===== config.mk =====
export PLATFORM = sky130hd
export DESIGN_NAME = load_store_unit_flat
export DESIGN_NICKNAME = d
export VERILOG_FILES = /design/src/rtl/load_store_unit_if.sv /design/src/rtl/load_store_unit.sv /design/src/flat_wrapper.sv
export SDC_FILE = /design/constraint.sdc
export NUM_CORES = 1
export LEC_CHECK = 0
export ABC_AREA = 1
export ABC_CLOCK_PERIOD_IN_PS = 1600
export CAP_MARGIN = 20
export CORE_UTILIZATION = 47
export CTS_CLUSTER_DIAMETER = 200
export DETAILED_ROUTE_END_ITERATION = 10
export HOLD_SLACK_MARGIN = 0.05
export PLACE_DENSITY = 0.88
export SLEW_MARGIN = 5
export SYNTH_ARGS = -nofsm -noshare
export SYNTH_HDL_FRONTEND = slang
export SYNTH_SLANG_ARGS = --single-unit

===== constraint.sdc =====
create_clock -name clk -period 1.6 [get_ports clk]
set_input_delay 0.32 -clock clk [delete_from_list [all_inputs] [get_ports clk]]
set_output_delay 0.32 -clock clk [all_outputs]
set_load 0.02 [all_outputs]

===== src/rtl/load_store_unit_if.sv =====
// Execute-stage request/response and data-memory bus for the load/store unit.
// master = the load/store unit, slave = execute stage plus data memory.
interface load_store_unit_if #(
  parameter int ADDR_W = 32
);
  logic              req_valid;
  logic              req_ready;
  logic              req_we;
  logic [2:0]        req_funct3;
  logic [ADDR_W-1:0] req_addr;
  logic [31:0]       req_wdata;
  logic              resp_valid;
  logic [31:0]       resp_rdata;
  logic              resp_err;
  logic [ADDR_W-1:0] mem_addr;
  logic              mem_r_enable;
  logic              mem_w_enable;
  logic [31:0]       mem_wdata;
  logic [31:0]       mem_rdata;

  modport master (
    input  req_valid, req_we, req_funct3, req_addr, req_wdata, mem_rdata,
    output req_ready, resp_valid, resp_rdata, resp_err,
           mem_addr, mem_r_enable, mem_w_enable, mem_wdata
  );

  modport slave (
    output req_valid, req_we, req_funct3, req_addr, req_wdata, mem_rdata,
    input  req_ready, resp_valid, resp_rdata, resp_err,
           mem_addr, mem_r_enable, mem_w_enable, mem_wdata
  );
endinterface


===== src/rtl/load_store_unit.sv =====
// Load/store unit: one request at a time against a word-wide, registered-read memory.
// Sub-word loads are lane-extracted and extended; sub-word stores are read-modify-write.
module load_store_unit #(
  parameter int ADDR_W          = 32,
  parameter bit ERR_ON_MISALIGN = 1'b1
) (
  input  logic              clk,
  input  logic              rst_n,
  load_store_unit_if.master bus
);
  typedef enum logic [2:0] {IDLE, RD, CAP, WR, RESP} state_t;

  state_t            state, state_nxt;
  logic [1:0]        lo_q;
  logic              we_q;
  logic [2:0]        f3_q;
  logic [15:0]       wdata_q;
  logic [ADDR_W-1:0] mem_addr_q;
  logic [31:0]       mem_wdata_q;
  logic [31:0]       resp_rdata_q;
  logic              resp_err_q;

  logic [1:0]  sz;
  logic        f3_ok, misal, acc_err, acc_sw;
  logic [1:0]  acc_lo;
  logic [7:0]  ld_b;
  logic [15:0] ld_h;
  logic [31:0] ld_data;
  logic [31:0] st_word;

  assign sz = bus.req_funct3[1:0];

  // Request decode only feeds registers; outputs never see req_* directly.
  always_comb begin
    f3_ok  = bus.req_we ? (!bus.req_funct3[2] && sz != 2'b11)
                        : !(bus.req_funct3 inside {3'b011, 3'b110, 3'b111});
    misal  = (sz == 2'b01 && bus.req_addr[0]) ||
             (sz == 2'b10 && bus.req_addr[1:0] != 2'b00);
    acc_err = !f3_ok || (ERR_ON_MISALIGN && misal);
    acc_sw  = bus.req_we && sz == 2'b10;
    acc_lo  = bus.req_addr[1:0];
    if (!ERR_ON_MISALIGN) begin
      if (sz == 2'b01) acc_lo[0] = 1'b0;
      if (sz == 2'b10) acc_lo    = 2'b00;
    end
  end

  always_ff @(posedge clk or negedge rst_n) begin
    if (!rst_n) state <= IDLE;
    else        state <= state_nxt;
  end

  always_comb begin
    state_nxt = state;
    unique case (state)
      IDLE: if (bus.req_valid) state_nxt = acc_err ? RESP : (acc_sw ? WR : RD);
      RD:   state_nxt = CAP;
      CAP:  state_nxt = we_q ? WR : RESP;
      WR:   state_nxt = RESP;
      RESP: state_nxt = IDLE;
      default: state_nxt = IDLE;
    endcase
  end

  // Load lane extraction; f3_q[2] selects zero extension.
  always_comb begin
    ld_b = bus.mem_rdata[{lo_q, 3'b000} +: 8];
    ld_h = lo_q[1] ? bus.mem_rdata[31:16] : bus.mem_rdata[15:0];
    unique case (f3_q[1:0])
      2'b00:   ld_data = {{24{ld_b[7] & ~f3_q[2]}}, ld_b};
      2'b01:   ld_data = {{16{ld_h[15] & ~f3_q[2]}}, ld_h};
      default: ld_data = bus.mem_rdata;
    endcase
  end

  for (genvar k = 0; k < 4; k++) begin : g_lane
    localparam logic [1:0] LANE = 2'(k);
    logic hit;
    assign hit = (f3_q[1:0] == 2'b00) ? (lo_q == LANE) : (lo_q[1] == LANE[1]);
    assign st_word[8*k +: 8] = !hit       ? bus.mem_rdata[8*k +: 8] :
                               !f3_q[0]   ? wdata_q[7:0] :
                               LANE[0]    ? wdata_q[15:8] : wdata_q[7:0];
  end

  always_ff @(posedge clk or negedge rst_n) begin
    if (!rst_n) begin
      lo_q         <= '0;
      we_q         <= 1'b0;
      f3_q         <= '0;
      wdata_q      <= '0;
      mem_addr_q   <= '0;
      mem_wdata_q  <= '0;
      resp_rdata_q <= '0;
      resp_err_q   <= 1'b0;
    end else begin
      if (state == IDLE && bus.req_valid) begin
        lo_q         <= acc_lo;
        we_q         <= bus.req_we;
        f3_q         <= bus.req_funct3;
        wdata_q      <= bus.req_wdata[15:0];
        resp_err_q   <= acc_err;
        resp_rdata_q <= '0;
        // mem_addr only moves for accesses that will strobe the memory.
        if (!acc_err) mem_addr_q <= {bus.req_addr[ADDR_W-1:2], 2'b00};
        if (!acc_err && acc_sw) mem_wdata_q <= bus.req_wdata;
      end
      if (state == CAP) begin
        if (we_q) mem_wdata_q  <= st_word;
        else      resp_rdata_q <= ld_data;
      end
    end
  end

  assign bus.req_ready    = (state == IDLE);
  assign bus.mem_r_enable = (state == RD);
  assign bus.mem_w_enable = (state == WR);
  assign bus.resp_valid   = (state == RESP);
  assign bus.mem_addr     = mem_addr_q;
  assign bus.mem_wdata    = mem_wdata_q;
  assign bus.resp_rdata   = resp_rdata_q;
  assign bus.resp_err     = resp_err_q;
endmodule


===== src/flat_wrapper.sv =====
// flat-port wrapper written by rule: the top's interface ports become plain ports
module load_store_unit_flat 
#(
  parameter int ADDR_W          = 32,
  parameter bit ERR_ON_MISALIGN = 1'b1
)
  (clk, rst_n, bus_req_valid, bus_req_we, bus_req_funct3, bus_req_addr, bus_req_wdata, bus_mem_rdata, bus_req_ready, bus_resp_valid, bus_resp_rdata, bus_resp_err, bus_mem_addr, bus_mem_r_enable, bus_mem_w_enable, bus_mem_wdata);
  load_store_unit_if #(.ADDR_W(ADDR_W)) bus_i ();
  input  logic clk;
  input  logic rst_n;
  input wire logic [$bits(bus_i.req_valid)-1:0] bus_req_valid;
  input wire logic [$bits(bus_i.req_we)-1:0] bus_req_we;
  input wire logic [$bits(bus_i.req_funct3)-1:0] bus_req_funct3;
  input wire logic [$bits(bus_i.req_addr)-1:0] bus_req_addr;
  input wire logic [$bits(bus_i.req_wdata)-1:0] bus_req_wdata;
  input wire logic [$bits(bus_i.mem_rdata)-1:0] bus_mem_rdata;
  output wire logic [$bits(bus_i.req_ready)-1:0] bus_req_ready;
  output wire logic [$bits(bus_i.resp_valid)-1:0] bus_resp_valid;
  output wire logic [$bits(bus_i.resp_rdata)-1:0] bus_resp_rdata;
  output wire logic [$bits(bus_i.resp_err)-1:0] bus_resp_err;
  output wire logic [$bits(bus_i.mem_addr)-1:0] bus_mem_addr;
  output wire logic [$bits(bus_i.mem_r_enable)-1:0] bus_mem_r_enable;
  output wire logic [$bits(bus_i.mem_w_enable)-1:0] bus_mem_w_enable;
  output wire logic [$bits(bus_i.mem_wdata)-1:0] bus_mem_wdata;
  assign bus_i.req_valid = bus_req_valid;
  assign bus_i.req_we = bus_req_we;
  assign bus_i.req_funct3 = bus_req_funct3;
  assign bus_i.req_addr = bus_req_addr;
  assign bus_i.req_wdata = bus_req_wdata;
  assign bus_i.mem_rdata = bus_mem_rdata;
  assign bus_req_ready = bus_i.req_ready;
  assign bus_resp_valid = bus_i.resp_valid;
  assign bus_resp_rdata = bus_i.resp_rdata;
  assign bus_resp_err = bus_i.resp_err;
  assign bus_mem_addr = bus_i.mem_addr;
  assign bus_mem_r_enable = bus_i.mem_r_enable;
  assign bus_mem_w_enable = bus_i.mem_w_enable;
  assign bus_mem_wdata = bus_i.mem_wdata;
  load_store_unit #(.ADDR_W(ADDR_W), .ERR_ON_MISALIGN(ERR_ON_MISALIGN)) u_core (.clk(clk), .rst_n(rst_n), .bus(bus_i));
endmodule

# After elaboration in Yosys (flattened, before gate mapping)
# Index checks and enable logic that the tools add are counted.
[word_totals]
regBits = 120
out_inout_bits = 101
word_cells = 72
[op_classes]
n_eq_ne = 15
shift = 1
mux = 24
n_bitwise = 5
reduce_logical = 18
[ops]
columns = ["operator", "count"]
rows = [
  ["32-bit two-way mux", 7],
  ["32-bit case mux with 2 select lines", 1],
  ["8-bit two-way mux", 5],
  ["32-bit by 6-bit indexed part select with 8-bit output", 1],
  ["16-bit two-way mux", 1],
  ["3-bit case mux with 4 select lines", 1],
  ["3-bit by 2-bit == test with 1-bit output (second input constant)", 3],
  ["3-bit == test (second input constant)", 3],
  ["3-bit two-way mux", 3],
  ["2-bit by 1-bit == test with 1-bit output (second input constant)", 3],
  ["2-bit == test (second input constant)", 3],
  ["1-bit logical AND", 6],
  ["1-bit two-way mux", 5],
  ["1-bit zero test", 4],
  ["2-bit zero test", 2],
  ["2-bit inequality test (second input constant)", 2],
  ["3-bit by 1-bit == test with 1-bit output (second input constant)", 1],
  ["3-bit zero test", 1],
  ["1-bit inverter", 3],
  ["3-bit nonzero test", 1],
  ["1-bit bitwise AND", 2],
  ["1-bit logical OR", 2],
  ["2-bit two-way mux", 1],
  ["2-bit AND reduction", 1],
  ["2-bit nonzero test", 1],
]

# Longest topological paths before layout
[logic_depth]
ltp_word = 12
mapped_depth = 11

# Worst setup path after synthesis
# No wires, ideal clock.
[synth_path]
path_type = "register to register"
start = "reg u_core.state[1]"
end = "reg u_core.mem_wdata_q[19] (netlist: u_core.bus.mem_wdata[19])"
setup_time_ps = 113
t_arrival_ps = 1255
required_ps = 1487
setup_slack_ps = 232
stages_incl_launch_ff = 10
period_less_slack_ps = 1368
cell_sequence = "dfrtp_1 > nor2_2 > nand2_4 > nor2_8 > nand3_2 > buf_2 > nand2_1 > nand3_1 > nand2_1 > inv_1"
[synth_between]
elab_chain_len = 5
[synth_rtl]
columns = ["item", "line_no", "rtl"]
rows = [
  ["from (decl)", "load_store_unit.sv:13", "state_t state, state_nxt;"],
  ["from (signal assigned)", "load_store_unit.sv:50", "else state <= state_nxt;"],
  ["3-bit zero test", "load_store_unit.sv:96", "if (state == IDLE && bus.req_valid) begin"],
  ["1-bit logical AND", "load_store_unit.sv:96", ""],
  ["32-bit two-way mux", "load_store_unit.sv:96", ""],
  ["32-bit two-way mux", "load_store_unit.sv:108", "if (we_q) mem_wdata_q <= st_word;"],
  ["32-bit two-way mux *", "load_store_unit.sv:107", "if (state == CAP) begin"],
  ["to (signal assigned)", "load_store_unit.sv:105", "if (!acc_err && acc_sw) mem_wdata_q <= bus.req_wdata;"],
  ["to (signal assigned)", "load_store_unit.sv:108", ""],
  ["to (decl)", "load_store_unit.sv:19", "logic [31:0] mem_wdata_q;"],
]
# Every way passes the cells marked *; elsewhere a longest branch is shown, timed or not.
# A chain may end at the register's enable or synchronous reset.

# Worst setup path in the final report
[layout_path]
start = "reg u_core.state[0]"
end = "reg u_core.mem_wdata_q[5] (netlist: u_core.bus.mem_wdata[5])"
# The elaborated chain is that of the path after synthesis.

==> summary.md <==
| Metric | Value |
|---|---|
| Post-synth EDFFs | `0` |
| Share of layout cells above drive strength 1 | `0.127` |
| Clk sink count | `120` |
| Cells after Synth | `874` |
| Io pins | `204` |
| Global Route Usage Sum | `0.316` |
| Final HPWL DP | `15400 um` |
| Vias in the first global route | `roughly 6900` |
| Die Span Y | `approximately 120 um` |
| Core ar. | `13300 um^2` |
| # nets final | `~1200` |
| Largest net degree at the start of global routing | `76` |
| WS Path Type | `reg -> reg` |
| Die width | `between 100 and 150 um` |
| Max Cap Viol | `0` |
| Grt total ovfl | `0` |
| Critical Path RT | `around 1900 ps` |
| Post-route ant nets | `0` |
| P_sw | `7.84 mW` |
| Per-cell routed wire length | `approximately 17 um` |
| Power per cell area | `about 1900 nW/um^2` |
| Crit-path max FO | `22` |
| Peak supply drop | `between 1 and 1.5 mV` |
| H-tree depth | `4` |
| Skew final | `6.00 ps` |
| Final Hold Fails | `0` |
| Most frequent cells in the layout | `nand2_1 (329), dfrtp_1 (116), clkdlybuf4s50_1 (101)` |
| Worst EP arrival | `~2000 ps` |
| Post-synth top flop | `dfrtp_1` |
| Overall power | `approximately 18 mW` |
| RD Place Congestion | `about 0.90` |
| Mean Syn Cell Area | `~7.4 um^2` |
| CTS Buffer Depth | `2` |
| Fin area | `9640 um^2` |
| I/O Buffers | `about 200` |
| Post-Layout Cell Count | `1290` |
| Mapped Area | `6480 um^2` |
| Sw Share | `0.434` |
| Top cell type by total area after synthesis | `dfrtp_1` |
| Final setup slack of the worst path | `-65.2 ps` |
| Clock Latency Late Sink | `between 400 and 500 ps` |
| Synth async-reset ratio | `1.00` |
| Lkg Pwr | `between 5 and 6 nW` |
| First DRT Iteration DRCs | `just under 700` |
| Drt first pass iters | `7` |
| Die area | `14300 um^2` |
| Crit path largest cell delay | `~440 ps` |
| Yosys cell types | `28` |
| Share of the synthesized area in the top cell type | `0.463` |
| Placed cell count | `~1200` |
| Worst-Margin Slew | `between 500 and 600 ps` |
| Rows | `42` |
| Slowest CP cell | `dfrtp_2` |
| Cell breakdown of the critical path | `inv_1, buf_4, nand3_1, nor2_4, buf_8, o211ai_1, nand2_1, inv_1` |
| CTS tree | `built` |
| Placed Area | `~8900 um^2` |
| Area contributors post-synth | `dfrtp_1 (46%), nand2_1 (19%), nand3_1 (6.9%), o21ai_0 (5.0%), inv_1 (4.2%)` |
| CP endpoint kind | `flop` |
| RR Startpoint | `u_core.state[0]` |
| Area growth syn-to-layout | `48.7%` |
| Seq pwr share | `0.291` |
| Seq/Total Area, Yosys | `0.463` |
| Hold WS | `435 ps` |
| Fin. max-slew vios | `0` |
| Status | `finished with violations` |
| Reg clk slew, reported paths | `~50 ps` |
| Antenna violations before repair | `0` |
| Final min period | `about 1700 ps` |
| Setup violators final | `12` |
| CTS Buf Count | `17` |
| Clock Root Buffer | `clkbuf_16` |
| Post-Route Utilization | `0.722` |
| Initial Utilization | `0.486` |
| Most frequent CP cell | `inv_1` |
| Yosys warning count | `0` |
| Routed wire length | `approximately 22000 um` |
| Commonest non-fill, non-tap cell in the layout | `nand2_1` |
| Slew HR | `0.613` |
| Comb power frac | `0.496` |
| CP startpoint kind | `flop` |
| Post-route DRC | `0` |
| Global-route wire length before repair | `34800 um` |
| Vias per inst | `5.59` |
| Antenna cell count | `0` |
| Int Pwr | `around 10 mW` |
| CP Launch Point | `u_core.state[0]` |
| Vias | `7205` |
| Clock share of power | `0.213` |
| Hold Path Origin | `bus_req_addr[3]` |
| RSZ-0062 raised after global routing | `yes` |
| Fin crit share | `1.04` |
| HP Class | `in -> reg` |
| Yosys reg bits | `120` |
| Failing checks | `negative setup slack` |
| Fmax | `601 MHz` |
==> final cells by class <==
class                   count  area [um^2]
multi-input cells         619         2930
repair buffers            267         2570
clock inverters             7         90.1
fillers                  1053         3700
well taps                 176          220
clock buffers              24          512
flip-flops and latches    120         3010
inverters                  77          309
==> per-stage QoR <==
stage	setup slack [ps]	TNS [ps]
after floorplan	232	0
after global routing	-108	-2060
final	-65.2	-347
after detailed placement	-329	-20050
after global placement	-253	-15000
after CTS	-105	-246
==> repair_timing <==
| action | 4_1_cts | 5_1_grt |
|---|---|---|
| buffers inserted | 2 | 5 |
| setup endpoints to repair | 123 | 58 |
| gates cloned | 1 | 2 |
| pin swaps | 1 | 2 |
| hold endpoints to repair | 117 | 0 |
| hold buffers | 1 | 0 |
| resized for setup | 130 | 27 |
==> critical path, delay by kind of cell, from the launching register on <==
kind	cells	cell delay, ps
AOI/OAI and AO/OA	1	170
and+or+nand+nor	3	400
DFF	1	440
buffers and inverters	4	560
==> final timing paths <==
| path | cells after the start | end | slack (ps) |
|---|---|---|---|
| worst max-delay path | 8 | u_core.bus.mem_wdata[5] | -70 |
| worst min-delay path | 3 | u_core.bus.mem_addr[3] | 430 |
| worst max register to register | 8 | u_core.bus.mem_wdata[5] | -70 |
| worst min register to register | 2 | u_core.wdata_q[8] | 490 |
| max in group asynchronous | 3 | u_core.state[0] | 610 |
| min in group asynchronous | 3 | u_core.wdata_q[7] | 480 |
==> synth_stat cells, types with 2 or more instances <==
library cell,count
nand2_4,4
inv_2,2
a21oi_1,22
nor2_2,4
buf_4,7
o211ai_1,30
inv_1,72
nand2_2,4
nand3_1,89
nor2_4,3
o21ai_1,3
nor2_1,19
inv_4,2
dfrtp_1,120
buf_2,25
clkbuf_1,19
o21ai_0,65
nor3_1,2
nand4_1,33
nand2_1,336
buf_6,6
==> sequential cells by signal, summed over array words and instances (netlist names) <==
name	cells
u_core.state	3
u_core.bus.resp_err	1
u_core.bus.mem_wdata	32
u_core.we_q	1
u_core.bus.mem_addr	30
u_core.bus.resp_rdata	32
u_core.f3_q	3
u_core.lo_q	2
u_core.wdata_q	16
==> power by group through the flow <==
stage	clock [mW]	sequential, mW	combinational [mW]
CTS	3.88	5.22	8.66
detailed placement	0	5.25	9.24
floorplan	0	6.37	4.20
global placement	0	5.23	9.05
finish	3.85	5.27	8.95
global route	4.04	5.41	9.76
==> per-layer routing <==
metal / vias to the layer above / GRT usage / part of all wire
li1: 3286 / - / -
met1: 3326 / 0.382 / 0.38
met2: 506 / 0.501 / 0.46
met3: 87 / 0.0924 / 0.11
met4: 0 / 0.185 / 0.047
met5: - / 0 / 0
==> kinds of logic after synthesis <==
family                 count (synthesis)  synth area share
AND/OR/NAND/NOR                      497             0.335
AO/OA/AOI/OAI                        120             0.104
flip-flops                           120             0.463
other                                  1          0.000578
buffers and inverters                136            0.0974
Note: power is estimated with default switching activity, not from simulation.
